[src/rtl/pattern_pulse_generator.sv]
// pattern_pulse_generator
//   Serial pattern generator. A WIDTH-bit pattern is latched on load and
//   shifted out on a single line, one bit every P clocks (P = latched period,
//   0 treated as 1). Supports one-shot / continuous repeat, LSB- or
//   MSB-first order, abort via stop, and busy/done status.
//
//   state  | meaning
//   IDLE   | no run active, out held at IDLE_LEVEL
//   RUN    | emitting pattern bits, busy=1
//
// Ports:
//   clock        system clock, all logic on rising edge
//   reset        synchronous active-high reset
//   pattern      pattern to emit, sampled when load=1
//   load         start/restart request (has priority over stop)
//   period       clocks per bit, sampled with load
//   repeat_mode  1 = restart pattern after last bit, sampled with load
//   msb_first    1 = emit pattern[WIDTH-1] first, sampled with load
//   stop         abort request (ignored in IDLE)
//   out          registered serial bit
//   busy         high while in RUN
//   done         one-cycle pulse after the last bit of a one-shot run
//   bit_index    index of the bit currently on out (0 = first emitted)

module pattern_pulse_generator #(
  parameter int   WIDTH      = 16,
  parameter int   PERIOD_W   = 8,
  parameter logic IDLE_LEVEL = 1'b0
) (
  input  logic                     clock,
  input  logic                     reset,
  input  logic [WIDTH-1:0]         pattern,
  input  logic                     load,
  input  logic [PERIOD_W-1:0]      period,
  input  logic                     repeat_mode,
  input  logic                     msb_first,
  input  logic                     stop,
  output logic                     out,
  output logic                     busy,
  output logic                     done,
  output logic [$clog2(WIDTH)-1:0] bit_index
);

  localparam int                IDX_W    = $clog2(WIDTH);
  localparam logic [IDX_W-1:0]  LAST_IDX = IDX_W'(WIDTH - 1);

  typedef enum logic {
    S_IDLE = 1'b0,
    S_RUN  = 1'b1
  } state_t;

  state_t state_q, state_d;

  logic [WIDTH-1:0]    shadow_q, shadow_d;
  logic [WIDTH-1:0]    shift_q, shift_d;
  logic [PERIOD_W-1:0] prescale_q, prescale_d;
  logic [PERIOD_W-1:0] period_q, period_d;
  logic                repeat_q, repeat_d;
  logic                msb_q, msb_d;
  logic                out_q, out_d;
  logic                busy_q, busy_d;
  logic                done_q, done_d;
  logic [IDX_W-1:0]    idx_q, idx_d;

  logic [WIDTH-1:0]    shift_adv;
  logic                wrap;

  // The bit shown on out is always the one at the "head" of the shift
  // register: bit 0 for LSB-first, bit WIDTH-1 for MSB-first.
  function automatic logic head_bit(input logic [WIDTH-1:0] v, input logic msb);
    return msb ? v[WIDTH-1] : v[0];
  endfunction

  always_ff @(posedge clock) begin
    if (reset) begin
      state_q    <= S_IDLE;
      shadow_q   <= '0;
      shift_q    <= '0;
      prescale_q <= '0;
      period_q   <= '0;
      repeat_q   <= 1'b0;
      msb_q      <= 1'b0;
      out_q      <= IDLE_LEVEL;
      busy_q     <= 1'b0;
      done_q     <= 1'b0;
      idx_q      <= '0;
    end else begin
      state_q    <= state_d;
      shadow_q   <= shadow_d;
      shift_q    <= shift_d;
      prescale_q <= prescale_d;
      period_q   <= period_d;
      repeat_q   <= repeat_d;
      msb_q      <= msb_d;
      out_q      <= out_d;
      busy_q     <= busy_d;
      done_q     <= done_d;
      idx_q      <= idx_d;
    end
  end

  always_comb begin
    state_d    = state_q;
    shadow_d   = shadow_q;
    shift_d    = shift_q;
    prescale_d = prescale_q;
    period_d   = period_q;
    repeat_d   = repeat_q;
    msb_d      = msb_q;
    out_d      = out_q;
    busy_d     = busy_q;
    done_d     = 1'b0;
    idx_d      = idx_q;

    shift_adv  = msb_q ? (shift_q << 1) : (shift_q >> 1);
    wrap       = (prescale_q == (period_q - PERIOD_W'(1)));

    if (load) begin
      // Restart from any state; an aborted run never reports done.
      shadow_d   = pattern;
      shift_d    = pattern;
      period_d   = (period == '0) ? PERIOD_W'(1) : period;
      repeat_d   = repeat_mode;
      msb_d      = msb_first;
      prescale_d = '0;
      idx_d      = '0;
      busy_d     = 1'b1;
      out_d      = head_bit(pattern, msb_first);
      state_d    = S_RUN;
    end else begin
      case (state_q)
        S_IDLE: begin
          out_d  = IDLE_LEVEL;
          busy_d = 1'b0;
        end
        S_RUN: begin
          if (stop) begin
            state_d    = S_IDLE;
            out_d      = IDLE_LEVEL;
            busy_d     = 1'b0;
            idx_d      = '0;
            prescale_d = '0;
          end else if (wrap) begin
            prescale_d = '0;
            if (idx_q == LAST_IDX) begin
              if (repeat_q) begin
                // Seamless wrap: bit 0 follows the last bit with no gap.
                shift_d = shadow_q;
                out_d   = head_bit(shadow_q, msb_q);
                idx_d   = '0;
              end else begin
                state_d = S_IDLE;
                out_d   = IDLE_LEVEL;
                busy_d  = 1'b0;
                done_d  = 1'b1;
                idx_d   = '0;
              end
            end else begin
              shift_d = shift_adv;
              out_d   = head_bit(shift_adv, msb_q);
              idx_d   = idx_q + IDX_W'(1);
            end
          end else begin
            prescale_d = prescale_q + PERIOD_W'(1);
          end
        end
        default: begin
          state_d = S_IDLE;
          out_d   = IDLE_LEVEL;
          busy_d  = 1'b0;
        end
      endcase
    end
  end

  assign out       = out_q;
  assign busy      = busy_q;
  assign done      = done_q;
  assign bit_index = idx_q;

endmodule

[config.mk]
export PLATFORM = sky130hd
export DESIGN_NAME = pattern_pulse_generator
export DESIGN_NICKNAME = d
export VERILOG_FILES = /design/src/rtl/pattern_pulse_generator.sv
export SDC_FILE = /design/constraint.sdc
export NUM_CORES = 1
export LEC_CHECK = 0
export CORE_AREA = 8 8 100 102
export DETAILED_ROUTE_END_ITERATION = 16
export DIE_AREA = 0 0 108 110
export SLEW_MARGIN = 25
export SYNTH_ARGS = -nofsm -noshare
export SYNTH_HDL_FRONTEND = slang
export SYNTH_SLANG_ARGS = --single-unit
[constraint.sdc]
create_clock -name clock -period 4.1 [get_ports clock]
set_clock_uncertainty 0.05 [all_clocks]
set_input_delay 1.025 -clock clock [delete_from_list [all_inputs] [get_ports clock]]
set_output_delay 1.025 -clock clock [all_outputs]
set_load 0.1 [all_outputs]
== Word level (Yosys, flattened, before mapping) ==
Index checks and enable logic that the tools add are counted.

* Add/subtract/negate cells: 3
* Equal/unequal tests: 7
* Mux-type cells: 35
* Reduce and logical (&&, ||, !) cells: 9
* Bitwise logic cells: 3

{| class="wikitable"
|+ Operator list
! kind !! number
|-
| two-way mux 16 bit || 7
|-
| two-way mux 8 bit || 3
|-
| two-way mux 1 bit || 20
|-
| two-way mux 4 bit || 3
|-
| adder 8 x 1 -> 8 bit (second input constant) || 1
|-
| equality test 8 bit || 1
|-
| zero test 8 bit || 1
|-
| != test 4 x 3 -> 1 bit (second input constant) || 2
|-
| subtractor 8 x 1 -> 8 bit (second input constant) || 1
|-
| nonzero test 2 bit || 3
|-
| OR reduction 6 bit || 1
|-
| adder 4 x 1 -> 4 bit (second input constant) || 1
|-
| equality test 4 bit (second input constant) || 1
|-
| != test 4 bit (second input constant) || 1
|-
| case mux 1 bit (2 select lines) || 2
|-
| AND reduction 4 bit || 1
|-
| != test 3 bit (second input constant) || 1
|-
| NOT 1 bit || 3
|-
| AND reduction 3 bit || 1
|-
| != test 2 bit (second input constant) || 1
|-
| AND reduction 2 bit || 1
|-
| OR reduction 2 bit || 1
|}

* Flip-flop bits (word level): 58
* Output and inout port bits: 7

== Logic depth before layout (Yosys ltp) ==
* Depth in word-level cells: 7
* Depth in mapped cells: 11

== Worst setup path after synthesis ==
No wires, ideal clock.

* Path type: register to register
* Start point: register idx_q[0] (netlist: bit_index[0])
* End point: register shift_q[10]
* Stages on the path, launching flop included: 10
* Data arrival time: 2.610 ns
* Setup time: 0.120 ns
* Setup slack: 1.320 ns
* Cells stage by stage: dfxtp_1 -> ha_1 -> and3_1 -> clkbuf_1 -> nand2b_1 -> clkbuf_1 -> and3_1 -> buf_4 -> buf_6 -> a211o_1

* Cells in the longest elaborated chain, start to end: 6
* Elaborated cells on any way between the ends: 8

{| class="wikitable"
|+ RTL lines
! what !! line !! RTL
|-
| start: declaration || 63 || <nowiki>logic [IDX_W-1:0] idx_q, idx_d;</nowiki>
|-
| start signal: assignment || 98 || <nowiki>idx_q <= idx_d;</nowiki>
|-
| equality test 4 bit * || 145 || <nowiki>if (idx_q == LAST_IDX) begin</nowiki>
|-
| two-way mux 16 bit || 145 ||
|-
| two-way mux 16 bit || 143 || <nowiki>end else if (wrap) begin</nowiki>
|-
| two-way mux 16 bit || 137 || <nowiki>if (stop) begin</nowiki>
|-
| two-way mux 16 bit || 131 || <nowiki>case (state_q)</nowiki>
|-
| two-way mux 16 bit || 118 || <nowiki>if (load) begin</nowiki>
|-
| end signal: assignment || 90 || <nowiki>shift_q <= shift_d;</nowiki>
|-
| end: declaration || 55 || <nowiki>logic [WIDTH-1:0] shift_q, shift_d;</nowiki>
|}

Mark *: on every way between the ends. The rest lies on a longest branch, timed or not. The select of a mux whose other input is x is not followed.
A chain may end at the register's enable or synchronous reset.

== Worst setup path in the final report ==
* Start point: register idx_q[0] (netlist: bit_index[0])
* End point: output bit_index[0]

{| class="wikitable"
|+ RTL lines
! what !! line !! RTL
|-
| end: declaration || 41 || <nowiki>output logic [$clog2(WIDTH)-1:0] bit_index</nowiki>
|}

No word-level cell between the ends.

==> impl_metrics.csv <==
group,metric,value,unit
detailed_routing,routed_via_count,2903,
layout,antenna-diode-count,0,
clock_network,post_cts.repair.setup_buffers,0,
critical_path,path_cells,"clkdlybuf4s50_1",
placement,port-buffer-count,36,
critical_path,worstSetupEndpointType,"output port",
pwr,seq_power_share,42.9,%
clock_network,resize_count_post_cts,0,
sta,final.min_clock_period,3057,ps
synthesis,postSynth.topFlopCell,"dfxtp_1",
sta,totalNegativeSetupSlack,0,ps
critical_path,r2r_start,"bit_index[0]",
clock_network,clk_transition_reported_paths,70,ps
floorplanning,rows,34,
synthesis,syn-cell-area,0.003282,mm²
clock_network,clock_tree.htree_level_count,3,
detailed_routing,detailedRoute.firstPassIterationCount,4,
critical_path,critPathBufInv,1,
worst_hold_path,hold-path-cell-count,2,
synthesis,synth_async_sr_flop_share,0,%
critical_path,type_of_element_launching_the_critical_path,"flop",
worst_hold_path,min-delay-start,"shadow_q[12]",
critical_path,kind_of_critical_path,"reg -> out",
sta,slew_headroom,33.86,%
pwr,static_leakage,1.528,nW
synthesis,post_synth.cell_area_avg,8.164,µm²
global_route,total_congestion_overflow_after_global_routing,0,
global_route,first_global_vias,2954,
critical_path,crit_family,"buffers and inverters",
synthesis,synth-compound-area-share,19.79,%
sta,worst_margin_slew,989.0,ps
detailed_routing,routed_via_density,5.436,
clock_network,clock_tree.buffer_depth,2,
sta,finalHoldViolations,0,
global_route,initial_antenna_violation_count,0,
synthesis,yosysWarnings,0,
synthesis,synth_edf_count,0,
floorplanning,fp.dieH,110,µm
synthesis,synthCells,402,
layout,post_route_cells_drive_above_1_share,11.03,%
outcome,result_of_the_run,"finished, final reports clean",
synthesis,synth_mux_area_share,8.006,%
pwr,power.share.clock,43.6,%
critical_path,r2r_setup_slack,1270,ps
floorplanning,design.portCount,37,
pwr,swShare,25.79,%
detailed_routing,drc,0,
critical_path,critical-path-slowest-cell,"clkdlybuf4s50_1",
worst_hold_path,holdPathEnd,"shadow_q[12]",
critical_path,worstPathArrival,1980,ps
synthesis,ys_ff_latch,58,
sta,post-route-period-util,74.55,%
layout,fin_nets,454,
critical_path,required_time_of_the_worst_setup_path,3020,ps
floorplanning,start_util,38.77,%
clock_network,cts_made_buffers,9,
global_route,largest_net_degree_at_the_start_of_global_routing,65,
synthesis,seq_area_frac_synth,35.38,%
synthesis,synth_cell_type_count,52,
sta,rsz0062_at_grt,"no",
placement,dp_hpwl,5245,µm
critical_path,worst-r2r-cell-count,6,
placement,place_area,0.003660,mm²
layout,layout.core_utilization,46.04,%
clock_network,clk_root_buffer_cell,"clkbuf_8",
detailed_routing,dr.first_iter.drc_count,155,
critical_path,regToRegEndpoint,"shift_q[6]",
detailed_routing,routed_wire_length_per_instance,15.28,µm
floorplanning,die_width,108,µm
synthesis,synth_fa_ha_area_share,1.144,%
synthesis,synth_xor_xnor_area_share,4.270,%
detailed_routing,final_antenna_net_count,0,
sta,drv_slew,0,
synthesis,combinational_family_with_the_most_area_after_synthesis,"simple AND/OR/NAND/NOR gates",
pwr,vdd_ir_drop_max,0.1593,mV
sta,max_freq,327.1,MHz
detailed_routing,finalWirelength,8161,µm
pwr,intPower,1.070,mW
flow_run,max_cap_violations,0,
pwr,cellPowerDensity,369.8,mW/mm²
pwr,p_switching,0.3717,mW
clock_network,worst_skew_pair.late_latency,340,ps
synthesis,post_synth_and_or_nand_nor_area_fraction,26.53,%
clock_network,cts_hold_buf,0,
layout,layout-area-overhead-vs-synth,18.76,%
floorplanning,fp.dieArea,0.01188,mm²
worst_hold_path,worst_hold_path_type,"reg -> reg",
floorplanning,core_area,0.008466,mm²
clock_network,tritoncts_clock_tree,"built",
placement,globalplace.congestion,0.7479,
pwr,power.share.combinational,13.5,%
critical_path,max_stage_delay,1190,ps
global_route,global_route_wire_length_before_repair,14010,µm
global_route,global_route_usage_sum,14.51,%
sta,timing.final.setup_violations,0,
pwr,total_power,1.441,mW
sta,worst_case_hold_slack,423.4,ps
clock_network,tritoncts_num_sinks,58,
critical_path,path_max_fanout,7,
layout,final_cell_area,0.003897,mm²
synthesis,synthesized_netlist_net_count,435,
==> synth_stat cells, drive strengths merged, types with 2 or more instances <==
cell    number  area share, %
a211o       14            3.7
a211oi       6            1.4
a21oi       38            5.8
a31oi       18            3.4
and2         2           0.38
and3         4           0.76
and3b        2           0.53
and4         2           0.53
buf          9            1.7
clkbuf      24            2.7
dfxtp       58             35
ha           3            1.1
inv          4           0.46
mux2         2           0.69
mux2i       24            7.3
nand2       24            2.7
nand2b      21            4.0
nand3        8            1.2
nand4        5            1.1
nor2        66            7.6
nor2b        2           0.38
nor3         5            1.1
nor3b        2           0.61
o21ai        6           0.91
o221ai       2           0.53
o31ai        3           0.69
o41ai        2           0.53
or3b        16            4.3
xnor2        9            2.4
xor2         7            1.9
==> layout make-up <==
class | count | area [µm²]
flip-flops and latches | 58 | 1161
well taps | 108 | 135.1
fillers | 851 | 4568
inverters | 4 | 15.01
repair buffers | 41 | 387.9
multi-input cells | 307 | 1961
clock inverters | 4 | 72.57
clock buffers | 12 | 165.2
==> cell families (layout without fill, tap and decap cells) <==
kind of cell    Yosys count  after routing
xor+xnor                 16             16
fa+ha+maj                 3              3
simple gates            164            164
buf+inv                  37             61
flops                    58             58
compound gates           98             98
mux                      26             26
==> cells in the final DEF (no fill, tap or decap), drive strengths merged, types with 6 or more instances in the layout <==
| cell | n |
|---|---|
| a211oi | 6 |
| or3b | 16 |
| o21ai | 6 |
| nor2 | 66 |
| nand2 | 24 |
| xor2 | 7 |
| a211o | 14 |
| xnor2 | 9 |
| mux2i | 24 |
| a21oi | 38 |
| nand2b | 21 |
| buf | 7 |
| clkbuf | 12 |
| dfxtp | 58 |
| a31oi | 18 |
| nand3 | 8 |
| clkdlybuf4s50 | 34 |
==> layer usage <==
layer / global-route usage [%] / vias to the layer above / routed length, µm
met5: 0 / - / 0
met4: 6.343 / 0 / 97
met3: 2.965 / 9 / 217
met2: 24.46 / 43 / 4109
met1: 17.55 / 1383 / 3737
li1: - / 1468 / -
==> per-stage QoR <==
| stage | setup WS (ps) | cells |
|---|---|---|
| 2_1_floorplan | 1320 | 402 |
| 3_3_place_gp | 1007 | 518 |
| 3_5_place_dp | 959.8 | 518 |
| 4_1_cts | 1018 | 534 |
| 5_1_grt | 969.7 | 534 |
| 6_report | 1043 | 534 |
==> sequential cells by signal (all words and copies together), names as in the netlist <==
register and count:
repeat_q 1, out 1, busy 1, msb_q 1
period_q 8, done 1, prescale_q 8, shift_q 16
shadow_q 16, state_q 1, bit_index 4
==> how the worst max path moves through the flow <==
stage / from / endpoint / slack (ps) / cells past startpoint
after CTS: bit_index[0] / bit_index[0] / 1020 / 1
after global placement: stop / shift_q[15] / 1010 / 6
after floorplan: bit_index[0] / shift_q[10] / 1320 / 9
after detailed placement: stop / shift_q[15] / 960 / 6
final: bit_index[0] / bit_index[0] / 1040 / 1
after global routing: bit_index[0] / bit_index[0] / 970 / 1
==> power groups by stage <==
stage	combinational, mW	sequential (mW)	clock [mW]
3_5_place_dp	0.195	0.631	0
6_report	0.195	0.618	0.628
5_1_grt	0.216	0.622	0.662
2_1_floorplan	0.134	0.626	0
4_1_cts	0.196	0.618	0.637
3_3_place_gp	0.192	0.630	0
Note: power is estimated with default switching activity, not from simulation.
